File: src/rtl/dmem_pkg.sv
// Shared types and default widths for the data-memory arbiter between the cpu
// data port and the secondary DMA/debug requester.
package dmem_pkg;

  localparam int unsigned AW_DEF           = 16;
  localparam int unsigned DW_DEF           = 16;
  localparam int unsigned STARVE_LIMIT_DEF = 64;

  // Who issued the RAM read whose data appears on mem_rdata this cycle.
  typedef enum logic [1:0] {
    OWN_NONE = 2'd0,
    OWN_CPU  = 2'd1,
    OWN_DMA  = 2'd2
  } owner_t;

endpackage

File: src/rtl/dmem_arbiter.sv
// Single-port data RAM arbiter: the cpu always wins and is never stalled; the DMA
// port gets idle slots via req/gnt and is flagged when it waits too long.
module dmem_arbiter
  import dmem_pkg::*;
#(
  parameter int unsigned AW           = AW_DEF,
  parameter int unsigned DW           = DW_DEF,
  parameter int unsigned STARVE_LIMIT = STARVE_LIMIT_DEF
) (
  input  logic          clk,
  input  logic          rst,
  input  logic          cpu_re,
  input  logic [AW-1:0] cpu_raddr,
  output logic [DW-1:0] cpu_rdata,
  input  logic          cpu_we,
  input  logic [AW-1:0] cpu_waddr,
  input  logic [DW-1:0] cpu_wdata,
  input  logic          dma_req,
  input  logic          dma_we,
  input  logic [AW-1:0] dma_addr,
  input  logic [DW-1:0] dma_wdata,
  output logic          dma_gnt,
  output logic          dma_rvalid,
  output logic [DW-1:0] dma_rdata,
  output logic          dma_starved,
  output logic          cpu_conflict,
  output logic          mem_en,
  output logic          mem_we,
  output logic [AW-1:0] mem_addr,
  output logic [DW-1:0] mem_wdata,
  input  logic [DW-1:0] mem_rdata
);

  localparam int unsigned   CW    = $clog2(STARVE_LIMIT + 1);
  localparam logic [CW-1:0] LIMIT = CW'(STARVE_LIMIT);

  owner_t        rd_owner_q, rd_owner_d;
  logic [CW-1:0] wait_cnt_q, wait_cnt_d;
  logic          dma_starved_q, dma_starved_d;
  logic          cpu_conflict_q, cpu_conflict_d;

  // Slot selection. Gated by rst so nothing reaches the RAM while held in reset.
  always_comb begin
    // NOTE: every output of this block gets a default first, so no path leaves
    // a signal unassigned and no latch is inferred.
    mem_en     = 1'b0;
    mem_we     = 1'b0;
    mem_addr   = '0;
    mem_wdata  = '0;
    dma_gnt    = 1'b0;
    rd_owner_d = OWN_NONE;
    if (rst) begin
      if (cpu_we) begin
        mem_en    = 1'b1;
        mem_we    = 1'b1;
        mem_addr  = cpu_waddr;
        mem_wdata = cpu_wdata;
      end else if (cpu_re) begin
        mem_en     = 1'b1;
        mem_addr   = cpu_raddr;
        rd_owner_d = OWN_CPU;
      end else if (dma_req) begin
        mem_en    = 1'b1;
        mem_we    = dma_we;
        mem_addr  = dma_addr;
        mem_wdata = dma_wdata;
        dma_gnt   = 1'b1;
        if (!dma_we) rd_owner_d = OWN_DMA;
      end
    end
  end

  always_comb begin
    cpu_conflict_d = cpu_conflict_q | (cpu_re & cpu_we);
    wait_cnt_d     = '0;
    if (dma_req && !dma_gnt)
      wait_cnt_d = (wait_cnt_q == LIMIT) ? wait_cnt_q : wait_cnt_q + CW'(1);
    dma_starved_d = (wait_cnt_d == LIMIT);
  end

  // NOTE: sequential state uses non-blocking assignments so every flop samples
  // the pre-edge values, independent of statement order.
  always_ff @(posedge clk or negedge rst) begin
    if (!rst) begin
      rd_owner_q     <= OWN_NONE;
      cpu_conflict_q <= 1'b0;
    end else begin
      rd_owner_q     <= rd_owner_d;
      cpu_conflict_q <= cpu_conflict_d;
    end
  end

  // Starvation monitor: counts consecutive refused DMA cycles, saturating.
  always_ff @(posedge clk or negedge rst) begin
    if (!rst) begin
      wait_cnt_q    <= '0;
      dma_starved_q <= 1'b0;
    end else begin
      wait_cnt_q    <= wait_cnt_d;
      dma_starved_q <= dma_starved_d;
    end
  end

  assign cpu_rdata    = mem_rdata;
  assign dma_rvalid   = (rd_owner_q == OWN_DMA);
  assign dma_rdata    = dma_rvalid ? mem_rdata : '0;
  assign dma_starved  = dma_starved_q;
  assign cpu_conflict = cpu_conflict_q;

endmodule
File: config.mk
export PLATFORM = sky130hd
export DESIGN_NAME = dmem_arbiter
export DESIGN_NICKNAME = d
export VERILOG_FILES = /design/src/rtl/dmem_pkg.sv /design/src/rtl/dmem_arbiter.sv
export SDC_FILE = /design/constraint.sdc
export NUM_CORES = 1
export LEC_CHECK = 0
export BUFFER_PORTS_ARGS = -buffer_cell sky130_fd_sc_hd__buf_2
export CORE_MARGIN = 3
export CORE_UTILIZATION = 32
export CTS_CLUSTER_DIAMETER = 200
export CTS_CLUSTER_SIZE = 25
export DETAILED_ROUTE_END_ITERATION = 8
export MAX_ROUTING_LAYER = met4
export PLACE_DENSITY = 0.82
export SYNTH_ARGS = -nofsm -noshare
export SYNTH_HDL_FRONTEND = slang
export SYNTH_SLANG_ARGS = --single-unit
File: constraint.sdc
create_clock -name clk -period 1.8 [get_ports clk]
set_input_delay 0.18 -clock clk [delete_from_list [all_inputs] [get_ports clk]]
set_output_delay 0.18 -clock clk [all_outputs]
set_load 0.005 [all_outputs]
==> flow_summary.yaml <==
status:
  status: "completed"
floorplanning:
  die_y_um: 69.7
  die_w_um: 69.7
  die_area_mm2: 0.00486
  num_io_pins: 172
  core_area_mm2: 0.00380
  rows: 22
  start_util: 0.342
timing:
  finalHoldViolCount: 0
  drv_slew: 0
  fin_ws_ns: 0.143
  finClkSkew_ns: 0.00412
  fmax_mhz: 604
  finalSetupViolCount: 0
  tightestPinTransition_ns: 0.738
  tns_ns: 0
  fin_crit_sh: 0.920
  rsz0062_at_grt: "no"
  min_period_ns: 1.66
  relSlewSlack: 0.506
clock_tree:
  clock_tree.buffer_depth: 2
  root_buffer: "clkbuf_8"
  ctsResizeCount: 0
  numCtsBuffers: 3
  clock_latency_ns: 0.24
  htree_levels: 1
  cts.sinks: 11
  cts_tree: "yes"
  clkSlewWorstSetupHoldPaths_ns: 0.05
global_route:
  grt_max_degree: 35
  overflow: 0
  grt_first_pass_wirelength_um: 8530
  grt_pass1_vias: 1710
  track_usage: 0.227
  antenna_found_initial: 0
routing:
  first_pass_iters: 5
  routed_wl_um: 5670
  wl_per_cell_um: 16.0
  drtAntennaViolNets: 0
  drt_iter0_drc: 65
  drc: 0
  routed_via_density: 4.95
  vias: 1758
finish:
  drive_above_1_share: 0.596
  multiInputGateArea_um2: 797
  fin_cells: 355
  utilization: 0.560
  seqCellArea_um2: 275
  n_antenna_cell: 0
  fill_cells: 374
  nets: 412
  syn2layout_area_growth_pct: 63.8
  stdcell_area_mm2: 0.00213
yosys:
  synth_top_area_frac: 0.270
  yosysWarnings: 0
  seq_area_frac_synth: 0.212
  yosys_register_bits: 11
  ys_types: 31
  syn_area_mm2: 0.00130
  synth_edf_count: 0
  ys_top_cells_by_area: "a22o_1 27%, dfrtp_1 21%, buf_4 9.2%"
  synth_cells: 152
  synth_ff_type: "dfrtp_1"
  yosysTopAreaCell: "a22o_1"
  async_flop_share: 1.00
  synth_nets: 256
  avgSynthCellArea_um2: 8.54
placed_design:
  place.gp.congestion: 0.928
  dp_hpwl_um: 4900
  io_buffers: 171
  dpl-instance-area_mm2: 0.00207
  dp_cells: 350
  dp_slack_ns: 0.153
worst_setup_path:
  path_class: "input pin to output port"
  worstPathRequired_ns: 1.62
  crit_arrival_ns: 1.48
  worstPathMaxFanout: 12
  cp_top_family: "simple AND/OR/NAND/NOR gates"
  path_cells: "buf_2 > inv_1 > nor2_1 > a22o_1 > a22o_1 > buf_2"
  end_kind: "output port"
  critPathBufInv: 3
  cp_slowest_stage_delay_ns: 0.58
  slowest_stage: "nor2_1"
  startpoint_type: "input pin"
hold_path:
  min_path_type: "input pin to flop"
run:
  cap_violations: 0
pwr:
  p_leak_nw: 1.30
  peakVddDrop_uv: 494
  p_per_area_mw_per_mm2: 406
## worst register-to-register path, cell delays in order (launching register included)
cell and delay (ns):
dfrtp_1 0.45, ha_1 0.23, and2_1 0.20, a21oi_1 0.08, o32ai_1 0.24, a31oi_1 0.12
nor3_1 0.13
## routing by layer
layer  global-route usage  vias to the layer above  wire (um)
met4               0.0383                        0         37
met1                0.220                      794       1810
met5                    -                        -          0
met3                0.172                        6       1070
li1                     -                      853          -
met2                0.370                      105       2750
## synthesized netlist by cell type, types with 3 or more instances
| library cell | instances |
|---|---|
| a22o_1 | 40 |
| and2_1 | 19 |
| buf_4 | 16 |
| nor2_1 | 12 |
| dfrtp_1 | 11 |
| inv_1 | 7 |
| buf_6 | 5 |
| clkbuf_1 | 5 |
| a222oi_1 | 4 |
| nand2_1 | 3 |
| nand3_1 | 3 |
| xnor2_1 | 3 |
| xor2_1 | 3 |
## logic make-up (layout without fill, tap and decap cells)
| group | count (synthesis) | count (layout) | synth area share |
|---|---|---|---|
| AO/OA/AOI/OAI | 52 | 52 | 0.343 |
| XOR/XNOR | 6 | 6 | 0.0405 |
| adder cells (fa/ha/maj) | 2 | 2 | 0.0193 |
| buffers and inverters | 34 | 189 | 0.174 |
| flip-flops | 11 | 11 | 0.212 |
| AND/OR/NAND/NOR | 47 | 47 | 0.211 |
## per-stage QoR
step                      hold WS (ns)  power (W)
final                            0.241   0.000865
after global routing             0.240   0.000931
after CTS                        0.235   0.000873
after detailed placement         0.199   0.000622
after global placement           0.195   0.000616
after floorplan                 -0.116   0.000430
## final timing paths
kind / to / depth (start not counted) / start / slack [ns]
min: cpu_conflict / 2 / cpu_we / 0.24
max: mem_addr[14] / 6 / cpu_re / 0.14
max in group asynchronous: cpu_conflict / 3 / rst / 1.13
min reg2reg: cpu_conflict / 1 / cpu_conflict / 0.47
min in group asynchronous: wait_cnt_q[0] / 3 / rst / 0.50
max reg2reg: dma_starved / 6 / wait_cnt_q[0] / 0.26
## area by class of cell
class,instances,area share
multi-input cells,107,0.375
flip-flops and latches,11,0.129
well taps,48,0.0282
inverters,7,0.0124
repair buffers,178,0.434
clock buffers,4,0.0212
## report_power, final
part	internal [W]	switching, W	total, W
Sequential	0.000254	0.00000808	0.000262
Combinational	0.000200	0.000159	0.000359
Clock	0.000155	0.0000883	0.000243
Total	0.000609	0.000256	0.000865
## state kept, by name (all words and copies together), names as in the netlist
register      count
dma_starved       1
cpu_conflict      1
wait_cnt_q        7
rd_owner_q        2
## placed cells by master (no fill, tap or decap), types with 2 or more instances in the layout
| cell type | count |
|---|---|
| buf_2 | 171 |
| a22o_1 | 40 |
| and2_1 | 19 |
| nor2_1 | 12 |
| dfrtp_1 | 11 |
| inv_1 | 7 |
| buf_4 | 5 |
| a222oi_1 | 4 |
| nand2_1 | 3 |
| nand3_1 | 3 |
| xnor2_1 | 3 |
| xor2_1 | 3 |
| clkbuf_8 | 3 |
| a21oi_1 | 2 |
| nor3_1 | 2 |
| ha_1 | 2 |
## what timing repair did
action | in CTS | in global routing
endpoints found under the hold margin | 11 | 0
setup buffers | 0 | 0
hold buffers | 1 | 0
No activity file was read; power rests on OpenSTA's default activity.
